**config.mk**
```make
export PLATFORM = sky130hd
export DESIGN_NAME = rf_tap_reader
export DESIGN_NICKNAME = d
export VERILOG_FILES = /design/src/rtl/rf_tap_pkg.sv /design/src/rtl/rf_tap_reader.sv
export SDC_FILE = /design/constraint.sdc
export NUM_CORES = 1
export LEC_CHECK = 0
export CAP_MARGIN = 15
export CORE_UTILIZATION = 41
export CTS_CLUSTER_SIZE = 30
export DETAILED_ROUTE_END_ITERATION = 16
export GPL_TIMING_DRIVEN = 0
export PLACE_DENSITY = 0.95
export SETUP_SLACK_MARGIN = 0.4
export SYNTH_ARGS = -nofsm -noshare
export SYNTH_HDL_FRONTEND = slang
export SYNTH_SLANG_ARGS = --single-unit
```
**constraint.sdc**
```tcl
create_clock -name clk -period 3.3 [get_ports clk]
set_clock_uncertainty 0.05 [all_clocks]
set_input_delay 0.33 -clock clk [delete_from_list [all_inputs] [get_ports clk]]
set_output_delay 0.33 -clock clk [all_outputs]
set_load 0.02 [all_outputs]
```
**src/rtl/rf_tap_pkg.sv**
```systemverilog
`default_nettype none
// ---------------------------------------------------------------------------
// Module   : rf_tap_pkg
// Brief    : Shared types and default sizes for the PIRDSP register-file
//            tap reader.
// Revision : 1.0 - initial release
// ---------------------------------------------------------------------------
package rf_tap_pkg;

  localparam int RF_WIDTH_DEF = 30;
  localparam int RF_SIZE_DEF  = 8;

  typedef enum logic [1:0] {
    IDLE = 2'd0,
    READ = 2'd1,
    HOLD = 2'd2
  } state_t;

endpackage
`default_nettype wire

```
**src/rtl/rf_tap_reader.sv**
```systemverilog
`default_nettype none
// ---------------------------------------------------------------------------
// Module   : rf_tap_reader
// Brief    : Read-side controller for the shift-in register file. Passes the
//            sample stream to the file's shift-write port, tracks the fill
//            level and serves two-tap read commands over valid/ready.
//            Optional macro RF_TAP_READER_FLUSH_EN adds a 'flush' input that
//            clears the fill level.
// Revision : 1.0 - initial release
// ---------------------------------------------------------------------------
module rf_tap_reader
  import rf_tap_pkg::*;
#(
  parameter int RF_WIDTH     = RF_WIDTH_DEF,
  parameter int RF_SIZE      = RF_SIZE_DEF,
  parameter int RF_ADDR_SIZE = $clog2(RF_SIZE)
) (
  input  logic                    clk,
  input  logic                    rst,
`ifdef RF_TAP_READER_FLUSH_EN
  input  logic                    flush,
`endif
  input  logic [RF_WIDTH-1:0]     in_data,
  input  logic                    in_valid,
  output logic                    in_ready,
  output logic [RF_WIDTH-1:0]     rf_write_data,
  output logic                    rf_write_enable,
  input  logic [RF_ADDR_SIZE-1:0] cmd_tap_0,
  input  logic [RF_ADDR_SIZE-1:0] cmd_tap_1,
  input  logic                    cmd_valid,
  output logic                    cmd_ready,
  output logic [RF_ADDR_SIZE-1:0] rf_read_addr_0,
  output logic [RF_ADDR_SIZE-1:0] rf_read_addr_1,
  input  logic [RF_WIDTH-1:0]     rf_read_data_0,
  input  logic [RF_WIDTH-1:0]     rf_read_data_1,
  output logic [RF_WIDTH-1:0]     out_data_0,
  output logic [RF_WIDTH-1:0]     out_data_1,
  output logic [1:0]              out_err,
  output logic                    out_valid,
  input  logic                    out_ready,
  output logic [RF_ADDR_SIZE:0]   fill_count
);

  localparam logic [RF_ADDR_SIZE:0] C_FILL_MAX = (RF_ADDR_SIZE+1)'(RF_SIZE);
  localparam logic [RF_ADDR_SIZE:0] C_FILL_ONE = (RF_ADDR_SIZE+1)'(1);

  state_t                r_state;
  logic [1:0]            r_err;
  logic [RF_ADDR_SIZE:0] w_fill_base;
  logic [RF_ADDR_SIZE:0] w_fill_next;
  logic                  w_idle;
  logic                  w_cmd_fire;

  // Both intake paths are open only in IDLE, and never while reset is held,
  // so a pending read can never see its taps shifted underneath it.
  assign w_idle          = (r_state == IDLE) && !rst;
  assign in_ready        = w_idle;
  assign cmd_ready       = w_idle;
  assign rf_write_data   = in_data;
  assign rf_write_enable = in_valid && in_ready;
  assign w_cmd_fire      = cmd_valid && cmd_ready;

  // Next fill level: optional flush first, then a same-cycle write on top.
  always_comb begin
    w_fill_base = fill_count;
`ifdef RF_TAP_READER_FLUSH_EN
    if (flush) begin
      w_fill_base = '0;
    end
`endif
    w_fill_next = w_fill_base;
    if (rf_write_enable && (w_fill_base != C_FILL_MAX)) begin
      w_fill_next = w_fill_base + C_FILL_ONE;
    end
  end

  // Fill level register, saturating at the file depth.
  always_ff @(posedge clk or posedge rst) begin
    if (rst) begin
      fill_count <= '0;
    end else begin
      fill_count <= w_fill_next;
    end
  end

  // Command FSM: latch taps and err flags, capture file data one cycle later,
  // then hold the result until the consumer takes it.
  always_ff @(posedge clk or posedge rst) begin
    if (rst) begin
      r_state        <= IDLE;
      rf_read_addr_0 <= '0;
      rf_read_addr_1 <= '0;
      r_err          <= '0;
      out_data_0     <= '0;
      out_data_1     <= '0;
      out_err        <= '0;
      out_valid      <= 1'b0;
    end else begin
      case (r_state)
        IDLE: begin
          if (w_cmd_fire) begin
            rf_read_addr_0 <= cmd_tap_0;
            rf_read_addr_1 <= cmd_tap_1;
            // Err check uses the post-write level so tap 0 may hit the
            // sample written on this very edge.
            r_err[0]       <= ({1'b0, cmd_tap_0} >= w_fill_next);
            r_err[1]       <= ({1'b0, cmd_tap_1} >= w_fill_next);
            r_state        <= READ;
          end
        end
        READ: begin
          out_data_0 <= r_err[0] ? '0 : rf_read_data_0;
          out_data_1 <= r_err[1] ? '0 : rf_read_data_1;
          out_err    <= r_err;
          out_valid  <= 1'b1;
          r_state    <= HOLD;
        end
        HOLD: begin
          if (out_ready) begin
            out_valid <= 1'b0;
            r_state   <= IDLE;
          end
        end
        default: begin
          out_valid <= 1'b0;
          r_state   <= IDLE;
        end
      endcase
    end
  end

endmodule
`default_nettype wire

```
# After elaboration in Yosys (flattened, before gate mapping)
# Index checks and enable logic that the tools add are counted.
dict set report word_totals {
  ram_bits 0
  rom_bits 0
  ff_bits 77
  n_memories 0
  inputBits 101
  latchBits 0
  word_cells 35
  out_inout_bits 106
}
dict set report op_classes {
  multipliers 0
  div 0
  add_sub_neg 1
  n_eq_ne 5
  magnitude_cmp 2
  n_reduce_logical 9
  shift 0
  n_mux 8
  bitwise 1
}
# cell count
set op_table {}
lappend op_table {{30-bit 2-to-1 mux} 2}
lappend op_table {{3-bit by 4-bit greater-or-equal comparator with 1-bit output} 2}
lappend op_table {{2-bit one-hot mux with 3 select lines} 1}
lappend op_table {{2-bit AND reduction} 3}
lappend op_table {{4-bit by 1-bit adder with 4-bit output, second input constant} 1}
lappend op_table {{1-bit logical AND} 4}
lappend op_table {{2-bit 2-to-1 mux} 2}
lappend op_table {{4-bit 2-to-1 mux} 1}
lappend op_table {{2-bit inequality test, second input constant} 2}
lappend op_table {{4-bit inequality test, second input constant} 1}
lappend op_table {{1-bit one-hot mux with 3 select lines} 1}
lappend op_table {{2-bit by 1-bit equality test with 1-bit output, second input constant} 1}
lappend op_table {{2-bit equality test, second input constant} 1}
lappend op_table {{2-bit zero test} 1}
lappend op_table {{1-bit zero test} 1}
lappend op_table {{1-bit 2-to-1 mux} 1}
lappend op_table {{1-bit inverter} 1}

# Longest topological paths before layout
# Gate-level depths: netlist (run 1).
dict set report depth {
  word_depth 6
  mapped_depth 11
  depth_no_buf 11
}

# Worst setup path before layout (run 1)
# Ideal clock, no wire load.
dict set report synth_timing {
  path_type {flip-flop to flip-flop}
  start {register r_state[0]}
  end {register r_err[0]}
  t_required_ns 3.124
  setup_ns 0.126
  n_path_buf 0
  path_stages_with_launch 10
  path_slack_ns 1.105
  synth_period_minus_slack_ns 2.195
  arrival_ns 2.019
  path_cell_list {dfrtp_1 nor4b_4 o21ai_2 mux2_4 inv_1 ha_1 o21ai_0 a21oi_1 nor2_1 o31ai_1}
}
dict set report synth_via {
  elab_chain_cells 6
  elab_cells_between_ends 8
  cone_classes {1 x order compare; 1 x mux; 6 x reduce/logical}
}
# item line_no
set synth_rtl {}
lappend synth_rtl {{start, declared} rf_tap_reader.sv:47} ;# state_t r_state;
lappend synth_rtl {{start signal, assigned} rf_tap_reader.sv:90} ;# r_state <= IDLE;
lappend synth_rtl {{start signal, assigned} rf_tap_reader.sv:108} ;# r_state <= READ;
lappend synth_rtl {{start signal, assigned} rf_tap_reader.sv:116} ;# r_state <= HOLD;
lappend synth_rtl {{2-bit zero test} rf_tap_reader.sv:56} ;# assign w_idle = (r_state == IDLE) && !rst;
lappend synth_rtl {{1-bit logical AND} rf_tap_reader.sv:56}
lappend synth_rtl {{1-bit logical AND} rf_tap_reader.sv:60} ;# assign rf_write_enable = in_valid && in_ready;
lappend synth_rtl {{named net rf_write_enable} rf_tap_reader.sv:27} ;# output logic rf_write_enable,
lappend synth_rtl {{1-bit logical AND} rf_tap_reader.sv:72} ;# if (rf_write_enable && (w_fill_base != C_FILL_MAX)) begin
lappend synth_rtl {{4-bit 2-to-1 mux} rf_tap_reader.sv:72}
lappend synth_rtl {{named net w_fill_next[1]} rf_tap_reader.sv:50} ;# logic [RF_ADDR_SIZE:0] w_fill_next;
lappend synth_rtl {{3-bit by 4-bit greater-or-equal comparator with 1-bit output} rf_tap_reader.sv:106} ;# r_err[0] <= ({1'b0, cmd_tap_0} >= w_fill_next);
lappend synth_rtl {{end signal, assigned} rf_tap_reader.sv:106}
lappend synth_rtl {{end, declared} rf_tap_reader.sv:48} ;# logic [1:0] r_err;
# The timed path passes the listed nets, and every way through them passes these cells.
# A chain may end at the register's enable or synchronous reset.

# Worst setup path after layout (run 1)
dict set report layout_timing {
  start {input rst}
  end {register r_err[1]}
}
dict set report layout_via {
  elab_chain_cells 6
  elab_cells_between_ends 8
  cone_classes {1 x order compare; 1 x mux; 6 x reduce/logical}
}
# item line_no
set layout_rtl {}
lappend layout_rtl {{start, declared} rf_tap_reader.sv:19} ;# input logic rst,
lappend layout_rtl {{1-bit zero test (no source line)} --}
lappend layout_rtl {{1-bit logical AND} rf_tap_reader.sv:56}
lappend layout_rtl {{1-bit logical AND} rf_tap_reader.sv:60}
lappend layout_rtl {{1-bit logical AND} rf_tap_reader.sv:72}
lappend layout_rtl {{4-bit 2-to-1 mux} rf_tap_reader.sv:72}
lappend layout_rtl {{named net w_fill_next[1]} rf_tap_reader.sv:50}
lappend layout_rtl {{3-bit by 4-bit greater-or-equal comparator with 1-bit output} rf_tap_reader.sv:107} ;# r_err[1] <= ({1'b0, cmd_tap_1} >= w_fill_next);
lappend layout_rtl {{end signal, assigned} rf_tap_reader.sv:107}
# The timed path passes the listed nets, and every way through them passes these cells.

==> impl_results.md, run 1 <==
- Status: finished clean
- Initial antenna violation count: 0
- Routed WL: 9929 um
- Io pins: just over 200
- Sequential area share after synthesis: ~54%
- Min cycle time layout: approximately 2.3 ns
- Cts hold-fix bufs: 0
- Layout Cell Area excl Fill: between 0.005 and 0.006 mm^2
- Port Buffer Count: about 180
- Synth Cell Area: around 0.0036 mm^2
- Post-CTS sizing: 0
- Clock Path Buffers: 2
- Vias in the first global route: 3234
- Top Family by Delay on Critical Path: compound AO/OA/AOI/OAI gates
- Final setup violating endpoints: 0
- Most frequent cells in the layout: 176 x clkdlybuf4s50_1, 77 x dfrtp_1, 69 x nand2_1, 62 x o21ai_0, 61 x nand2b_1
- Final Non-Filler Cells: approximately 660
- Kind of critical path: in2reg
- Cell area power density: 791.9 mW/mm^2
- Fraction of layout cells with a size suffix above 1: between 10% and 20%
- NumNets Final: 661
- CTS HTree Levels: 3
- Vias after detailed routing: ~3200
- Critical Path AT: roughly 2.5 ns
- Critical path buffers and inverters: 2
- Worst r2r dst: r_err[1]$_DFFE_PP0P_
- Synth Warn #: 0
- Grt ovf: 0
- Leakage: 2.553 nW
- Crit-path cells: clkdlybuf4s50_1 -> nor4b_4 -> o21ai_2 -> mux2_4 -> inv_1 -> ha_1 -> o21ai_0 -> a21oi_1 -> nor2_1 -> o31ai_1
- Max incr delay on CP: around 0.53 ns
- Startpoint Class: primary input
- Max-cap violations: 0
- Multi-input gate area: approximately 0.0013 mm^2
- DR WL/cell: about 15 um
- Post-detail-place hpwl: around 7700 um
- Final Max Tran Viols: 0
- Crit end category: flip-flop
- DIE AREA: between 0.009 and 0.01 mm^2
- Antenna Cells: 0
- Synth Instances: 364
- Final ANT Viol Nets: 0
- Achievable frequency: 426.4 MHz
- Routed vias/inst: between 4 and 5
- Hold Path Class: in2async
- Syn nets: around 470
- FILL cells: approximately 640
- Core ar.: between 0.008 and 0.009 mm^2
- Post-DP Area: 0.005489 mm^2
- DRC Markers: 0
- Hold_ws: between 0.4 and 0.5 ns
- Dpl cells: about 650
- DR pass1 iterations: 4
- WP data required: between 3 and 4 ns
- Root Driver: clkbuf_8
- Die W: 95.26 um
- Final period util: a little under three quarters
- Reg2Reg Depth: 9
- TritonCTS Buffers: 9
- Measured slew at the worst slew-check pin: 0.4013 ns
- Clock sinks: 77
- Worst-path maximum fanout: 4
- Final hold viol count: 0
- RR Startpoint: r_state[0]$_DFFE_PP0P_
- Clock-pin slew on the worst setup and hold paths: around 0.090 ns
- Seq cells post-synth: 77
- Post-Place Setup Slack: roughly 0.6 ns
- Reg-to-reg slack, setup: approximately 0.96 ns
- RSZ-0062 raised after global routing: false
- First-pass GRT wire length: approximately 15000 um
- Worst-Skew Late Latency: around 0.33 ns
- Commonest non-fill, non-tap cell in the layout: clkdlybuf4s50_1
- Vert. Die Dim: between 90 and 100 um
- CTS tree: done
- Floorplan row count: 33
- Initial detailed-routing violation count: 56
- Largest net degree at the start of global routing: about 50
- FF/Latch Area: 0.001927 mm^2
- Slew HR: between 70% and 80%
- GP Congestion: roughly 0.74
- Slowest CP cell: clkdlybuf4s50_1
- Initial Util: between 40% and 50%
- Cell variety after synth: 23
- Tot GR Track Use: 21.98%
- Worst VDD drop: ~0.43 mV
- Avg Synthesized Cell Area: 9.796 um^2
- Area delta synth->final: 59.82%
- Setup ws final: 0.9550 ns
- Setup bufs post-CTS: 0
through the flow:
step | power, W | util, % | setup TNS (ns)
global placement | 0.003701 | 65.78 | -27.05
finish | 0.004513 | 68.67 | 0
CTS | 0.004549 | 68.67 | 0
detailed placement | 0.003808 | 66.14 | 0
global route | 0.004792 | 68.67 | 0
floorplan | 0.002685 | - | 0
cell type report:
cell class                 count  area share, %
sequential                    77          33.81
timing repair buffer         177          31.39
multi-input combinational    228          22.63
buffer                        51          5.598
clock buffer                  10          2.415
tap                          105          2.305
clock inverter                 6          1.273
inverter                       8         0.5708
cell usage after synthesis, drive strengths merged:
cell	count	area share [%]
dfrtp	77	54
nor2	5	0.53
o21ai	66	9.4
nand2b	61	11
o31ai	2	0.42
nor3	1	0.28
ha	8	2.8
clkbuf	11	1.2
xnor2	2	0.70
a21oi	3	0.42
nand2	69	7.3
o21a	1	0.21
inv	8	0.84
buf	40	7.8
nor4b	1	0.67
mux2	8	2.6
nand4	1	0.18
registers in the layout, summed over array words and instances, names as in the netlist:
register and flops:
fill_count 4, out_data_0 30, out_data_1 30, out_err 2, out_valid 1, r_err 2
r_state 2, rf_read_addr_0 3, rf_read_addr_1 3
logic make-up after synthesis:
kind of cell / count (synthesis) / share of synthesized area, %
compound gates: 72 / 10.42
xor+xnor: 2 / 0.7019
fa+ha+maj: 8 / 2.807
buf+inv: 59 / 9.789
flops: 77 / 54.04
mux: 8 / 2.631
simple gates: 138 / 19.61
per-layer routing:
metal	global-route usage, %	part of all wire (%)	vias up
met5	0	0	-
met2	39.88	52	151
met4	8.965	2.1	0
met3	5.423	7.9	20
met1	24.41	38	1516
li1	-	-	1521
where the power goes:
group          leakage (nW)  switching (W)  internal (W)
Sequential            0.977       0.000242       0.00131
Combinational          1.47        0.00112       0.00110
Clock                 0.103       0.000363      0.000375
worst max-delay path by stage:
stage | depth (start not counted) | to | slack [ns] | from
final | 10 | r_err[1]$_DFFE_PP0P_ | 0.96 | rst
after global routing | 9 | r_err[1]$_DFFE_PP0P_ | 0.73 | r_state[0]$_DFFE_PP0P_
after CTS | 9 | r_err[1]$_DFFE_PP0P_ | 0.96 | r_state[0]$_DFFE_PP0P_
after detailed placement | 10 | r_err[1]$_DFFE_PP0P_ | 0.62 | rst
after global placement | 2 | out_data_1[14]$_DFFE_PP0P_ | -0.36 | rst
after floorplan | 1 | fill_count[0]$_DFF_PP0_ | 0.95 | rst
Power figures use the tool's default switching activity.
==> run 2: changes to the inputs <==
--- a/config.mk
+++ b/config.mk
@@ -6,11 +6,11 @@
 export NUM_CORES = 1
 export LEC_CHECK = 0
 export CAP_MARGIN = 15
-export CORE_UTILIZATION = 41
+export CORE_UTILIZATION = 38
 export CTS_CLUSTER_SIZE = 30
 export DETAILED_ROUTE_END_ITERATION = 16
 export GPL_TIMING_DRIVEN = 0
-export PLACE_DENSITY = 0.95
+export PLACE_DENSITY = 0.9
 export SETUP_SLACK_MARGIN = 0.4
 export SYNTH_ARGS = -nofsm -noshare
 export SYNTH_HDL_FRONTEND = slang
==> constraint.sdc (replaced) <==
create_clock -name clk -period 2.3 [get_ports clk]
set_clock_uncertainty 0.05 [all_clocks]
set_input_delay 0.23 -clock clk [delete_from_list [all_inputs] [get_ports clk]]
set_output_delay 0.23 -clock clk [all_outputs]
set_load 0.02 [all_outputs]
==> run 2 against run 1 <==
- first-iteration DRC count up 52%
- critical path type is now reg2reg
- final cell count up 1.5%
- total power up 51%
- cell area up 3.2%
- combinational power up 55%
- clock power up 54%
- critical path depth down 1
- die area up 7.7%
==> impl_results.md, run 2 (synthesized netlist as in run 1, its figures left out) <==
- Startpoint Class: flip-flop
- Port Buffer Count: approximately 180
- Fraction of layout cells with a size suffix above 1: between 10% and 20%
- Cell area power density: 1160 mW/mm^2
- Area delta synth->final: 64.88%
- Final hold viol count: 0
- Vias after detailed routing: around 3200
- Status: finished clean
- DR WL/cell: about 15 um
- Initial Util: ~40%
- Achievable frequency: 446.0 MHz
- DIE AREA: slightly below 0.01 mm^2
- Final ANT Viol Nets: 0
- Tot GR Track Use: 20.54%
- Max-cap violations: 0
- Final setup violating endpoints: 0
- Vert. Die Dim: between 90 and 100 um
- Hold Path Class: in2async
- Critical Path AT: approximately 2.4 ns
- Post-Place Setup Slack: -0.1973 ns
- Most frequent cells in the layout: 172 x clkdlybuf4s50_1, 73 x dfrtp_1, 69 x nand2_1, 61 x nand2b_1, 60 x o21ai_0
- Antenna Cells: 0
- Clock sinks: 77
- FILL cells: between 700 and 800
- Final Non-Filler Cells: roughly 670
- CTS tree: done
- Worst VDD drop: 0.6961 mV
- First-pass GRT wire length: between 15000 and 20000 um
- CTS HTree Levels: 3
- Slew HR: between 40% and 50%
- Vias in the first global route: between 3000 and 4000
- Cts hold-fix bufs: 0
- Final period util: 97.49%
- WP data required: ~2.5 ns
- Setup ws final: ~0.058 ns
- Die W: between 90 and 100 um
- Commonest non-fill, non-tap cell in the layout: clkdlybuf4s50_1
- Measured slew at the worst slew-check pin: about 0.81 ns
- Root Driver: clkbuf_8
- Crit end category: flip-flop
- Final Max Tran Viols: 0
- Post-DP Area: between 0.005 and 0.006 mm^2
- Layout Cell Area excl Fill: around 0.0059 mm^2
- Worst-path maximum fanout: 4
- Routed vias/inst: around 4.7
- Routed WL: 10220 um
- Dpl cells: between 600 and 700
- Clock Path Buffers: 2
- Min cycle time layout: between 2 and 2.5 ns
- Post-detail-place hpwl: about 7500 um
- GP Congestion: 0.7389
- Top Registers: out_data_0: 30 flops, out_data_1: 30 flops, fill_count: 4 flops
- Initial detailed-routing violation count: 85
- Largest net degree at the start of global routing: 42
- Worst-Skew Late Latency: around 0.34 ns
- Initial antenna violation count: 0
- Core ar.: roughly 0.009 mm^2
- Floorplan row count: 34
- Io pins: between 200 and 250
- Kind of critical path: reg2reg
- RSZ-0062 raised after global routing: true
- Grt ovf: 0
- DRC Markers: 0
- DR pass1 iterations: 4
- Clock-pin slew on the worst setup and hold paths: approximately 0.08 ns
- NumNets Final: 668
- Leakage: 2.620 nW
- TritonCTS Buffers: 9
run 2: cell types whose count changed in the layout (fill, tap and decap cells not counted), moves of 4 or more:
cell             change
clkdlybuf4s50_1      -4
ha_4                 +4
buf_4                +6
ha_1                 -5
dfrtp_1              -4
dfrtp_2              +4
run 2: worst max-delay path: stages, from the launching register on:
cell     delay, ns
dfrtp_2       0.46
nor4b_4       0.38
o21ai_2       0.16
buf_6         0.16
xnor2_4       0.24
ha_1          0.29
nor2_2        0.13
a21oi_2       0.08
nor2_1        0.11
o31ai_1       0.07
run 2: worst paths after layout:
check	startpoint	endpoint	slack (ns)	cells past startpoint
setup / recovery	r_state[1]$_DFFE_PP0P_	r_err[1]$_DFFE_PP0P_	0.06	9
hold / removal	rst	out_data_0[24]$_DFFE_PP0P_	0.24	2
setup reg to reg	r_state[1]$_DFFE_PP0P_	r_err[1]$_DFFE_PP0P_	0.06	9
hold reg to reg	out_data_1[13]$_DFFE_PP0P_	out_data_1[13]$_DFFE_PP0P_	0.43	2
max in group asynchronous	rst	out_data_0[27]$_DFFE_PP0P_	1.30	3
min in group clk	rf_read_data_0[13]	out_data_0[13]$_DFFE_PP0P_	0.39	3
run 2: through the flow:
stage | setup TNS (ns) | hold WS [ns] | utilization (%) | total power [W]
floorplan | 0 | 0.3117 | - | 0.003863
global placement | -0.2496 | 0.4119 | 61.48 | 0.005321
detailed placement | -0.3675 | 0.4207 | 61.71 | 0.005453
CTS | 0 | 0.2648 | 64.76 | 0.006665
global route | -0.07187 | 0.3054 | 66.13 | 0.007237
finish | 0 | 0.2445 | 66.13 | 0.006820
run 2: power breakdown:
part           internal (W)  switching (W)
Combinational       0.00173        0.00172
Sequential          0.00189       0.000338
Clock              0.000639       0.000503
run 2: layer usage:
| metal | vias up | share of wire (%) | global-route usage (%) |
|---|---|---|---|
| li1 | 1535 | - | - |
| met1 | 1484 | 40 | 23.53 |
| met2 | 135 | 52 | 37.01 |
| met3 | 12 | 6.8 | 6.028 |
| met4 | 0 | 1.1 | 5.970 |
| met5 | - | 0 | 0 |
run 2: layout make-up:
class	instances	area [um^2]	area share, %
Inverter	8	36.28	0.6172
Clock buffer	10	137.6	2.341
Tap cell	108	135.1	2.298
Sequential cell	77	1932	32.86
Buffer	51	319.1	5.427
Clock inverter	6	86.33	1.468
Multi-Input combinational cell	228	1396	23.75
Timing Repair Buffer	184	1837	31.24
run 2: timing repair:
item                                    4_1_cts  5_1_grt
setup buffers                                 1        6
pin swaps                                     7       10
gates resized for setup                      13       15
endpoints found under the setup margin        5        3
==> run 3: changes to the inputs <==
--- a/config.mk
+++ b/config.mk
@@ -6,11 +6,12 @@
 export NUM_CORES = 1
 export LEC_CHECK = 0
 export CAP_MARGIN = 15
-export CORE_UTILIZATION = 38
+export CORE_UTILIZATION = 45
 export CTS_CLUSTER_SIZE = 30
 export DETAILED_ROUTE_END_ITERATION = 16
+export DONT_BUFFER_PORTS = 1
 export GPL_TIMING_DRIVEN = 0
-export PLACE_DENSITY = 0.9
+export PLACE_DENSITY = 0.7
 export SETUP_SLACK_MARGIN = 0.4
 export SYNTH_ARGS = -nofsm -noshare
 export SYNTH_HDL_FRONTEND = slang
==> run 3 against run 2 <==
- the flow now finishes with violations (setup timing)
- via count fell by 14%
- sequential power rose by 33%
- combinational power fell by 60%
- total power fell by 17%
- largest cell class is now sequential cells
- largest power group is now sequential cells
==> impl_results.md, run 3 (synthesized netlist as in run 1, its figures left out) <==
- WL met3: between 700 and 800 um
- Critical path buffers and inverters: 1
- CTS tree: done
- GP Congestion: 0.7190
- Fraction of layout cells with a size suffix above 1: between 15 and 20%
- Met2 routed WL: around 4400 um
- Hold Path Class: in2reg
- Post-route setup TNS: -0.1079 ns
- FILL cells: between 600 and 700
- Leakage: roughly 2.2 nW
- Kind of critical path: reg2reg
- Sequential power share: a little over half
- Top cell by count, worst path: nor2_1
- Final setup violating endpoints: 2
- Startpoint Class: flip-flop
- Top Metal Used: met4
- DRC Markers: 0
- Max-cap violations: 0
- RSZ-0062 raised after global routing: true
- Floorplan row count: 32
- Max incr delay on CP: 0.56 ns
- Slowest CP cell: nor4b_4
- Core ar.: around 0.0077 mm^2
- Setup ws final: -0.06612 ns
- Post-detail-place hpwl: around 5800 um
- Routed vias/inst: between 5 and 6
- Routed WL: approximately 8600 um
- Slew HR: 47.38%
- Clock sinks: a little under 80
- CTS HTree Levels: 3
- Antenna Cells: 0
- Tot GR Track Use: between 20% and 30%
- Vias after detailed routing: about 2700
- Pint: 0.003363 W
- First-pass GRT wire length: 14000 um
- Met1 WL: between 3000 and 4000 um
- Final period util: 102.9%
- Commonest non-fill, non-tap cell in the layout: dfrtp_1
- Initial detailed-routing violation count: 46
- Io pins: around 210
- Clock Path Buffers: 2
- Final Max Tran Viols: 0
- Sw frac: about two fifths
- Worst-path maximum fanout: 6
- Crit-path cells: nor4b_4 -> o21ai_2 -> mux2_4 -> inv_4 -> ha_1 -> nor2_1 -> a21oi_1 -> nor2_1 -> o31ai_1
- Failing checks: setup timing
- WP data required: between 2 and 2.5 ns
- Clock-pin slew on the worst setup and hold paths: about 0.070 ns
- Cell area power density: 1226 mW/mm^2
- Port Buffer Count: 0
- Status: complete, but fails checks
- Critical Path AT: 2.56 ns
- Grt ovf: 0
- Min cycle time layout: around 2.4 ns
- Vert. Die Dim: ~91 um
- DR WL/cell: around 16 um
- Achievable frequency: around 420 MHz
- Measured slew at the worst slew-check pin: between 0.7 and 0.8 ns
- DIE AREA: roughly 0.0083 mm^2
- Top Registers: out_data_0: 30 flops, out_data_1: 30 flops, fill_count: 4 flops
- Final ANT Viol Nets: 0
- TritonCTS Buffers: 9
- Area delta synth->final: 28.84%
- Root Driver: clkbuf_8
- Vias in the first global route: 2915
- Sw Pwr: about 0.0023 W
- NumNets Final: between 500 and 600
- Crit end category: flip-flop
- DR pass1 iterations: 4
- Initial Util: around 46%
- Top Family by Delay on Critical Path: simple AND/OR/NAND/NOR gates
- Final hold viol count: 0
- Post-Place Setup Slack: -0.1373 ns
- Worst-Skew Late Latency: about 0.34 ns
- Largest net degree at the start of global routing: 44
- Clock network fraction of design power: 22.9%
- Worst VDD drop: 0.6224 mV
- Die W: ~90 um
- Initial antenna violation count: 0
- Part of the power in combinational logic: around a quarter
- Most frequent cells in the layout: 76 x dfrtp_1, 69 x nand2_1, 61 x nand2b_1, 60 x o21ai_0, 59 x dlygate4sd3_1
run 3: worst paths after layout:
path / end / cells after the start / from / slack, ns
max: r_err[1]$_DFFE_PP0P_ / 9 / r_state[0]$_DFFE_PP0P_ / -0.07
min: out_data_0[10]$_DFFE_PP0P_ / 2 / rf_read_data_0[10] / 0.01
max reg2reg: r_err[1]$_DFFE_PP0P_ / 9 / r_state[0]$_DFFE_PP0P_ / -0.07
min reg2reg: out_data_1[19]$_DFFE_PP0P_ / 2 / out_data_1[19]$_DFFE_PP0P_ / 0.57
max in group asynchronous: out_data_1[18]$_DFFE_PP0P_ / 3 / rst / 1.08
min in group asynchronous: out_valid$_DFFE_PP0P_ / 2 / rst / 0.45
run 3: power groups by stage:
stage | Clock (W) | Combinational (W) | Sequential [W]
floorplan | 0 | 0.00101 | 0.00285
global placement | 0 | 0.00119 | 0.00298
detailed placement | 0 | 0.00125 | 0.00300
CTS | 0.00131 | 0.00138 | 0.00297
global route | 0.00137 | 0.00160 | 0.00304
finish | 0.00129 | 0.00137 | 0.00297
run 3: cell type report:
type / count / area [um^2] / share of cell area (%)
tap: 102 / 127.6 / 2.778
multi-input combinational: 228 / 1306 / 28.43
timing repair buffer: 61 / 618.1 / 13.45
inverter: 8 / 36.28 / 0.7898
clock buffer: 13 / 168.9 / 3.676
buffer: 51 / 319.1 / 6.944
clock inverter: 3 / 90.09 / 1.961
sequential: 77 / 1928 / 41.97
run 3: repair_timing:
| action | 4_1_cts | 5_1_grt |
|---|---|---|
| pin swaps | 4 | 1 |
| hold buffers | 59 | 0 |
| buffers inserted | 1 | 0 |
| setup endpoints to repair | 2 | 5 |
| endpoints found under the hold margin | 92 | 0 |
| resized for setup | 5 | 0 |
run 3: routing by layer:
metal	global-route usage (%)	vias to the layer above
li1	-	1286
met1	24.11	1310
met2	37.88	128
met3	7.370	10
met4	7.275	0
met5	0	-
run 3: stage by stage:
step	std cells	utilization [%]	power, W	hold WS (ns)	area, um^2
floorplan	364	-	0.003863	0.3117	3570
global placement	466	48.10	0.004168	0.3138	3697
detailed placement	467	48.36	0.004253	0.2211	3717
CTS	543	59.77	0.005664	0.001423	4594
global route	543	59.77	0.006008	0.01577	4594
finish	543	59.77	0.005633	0.01387	4594
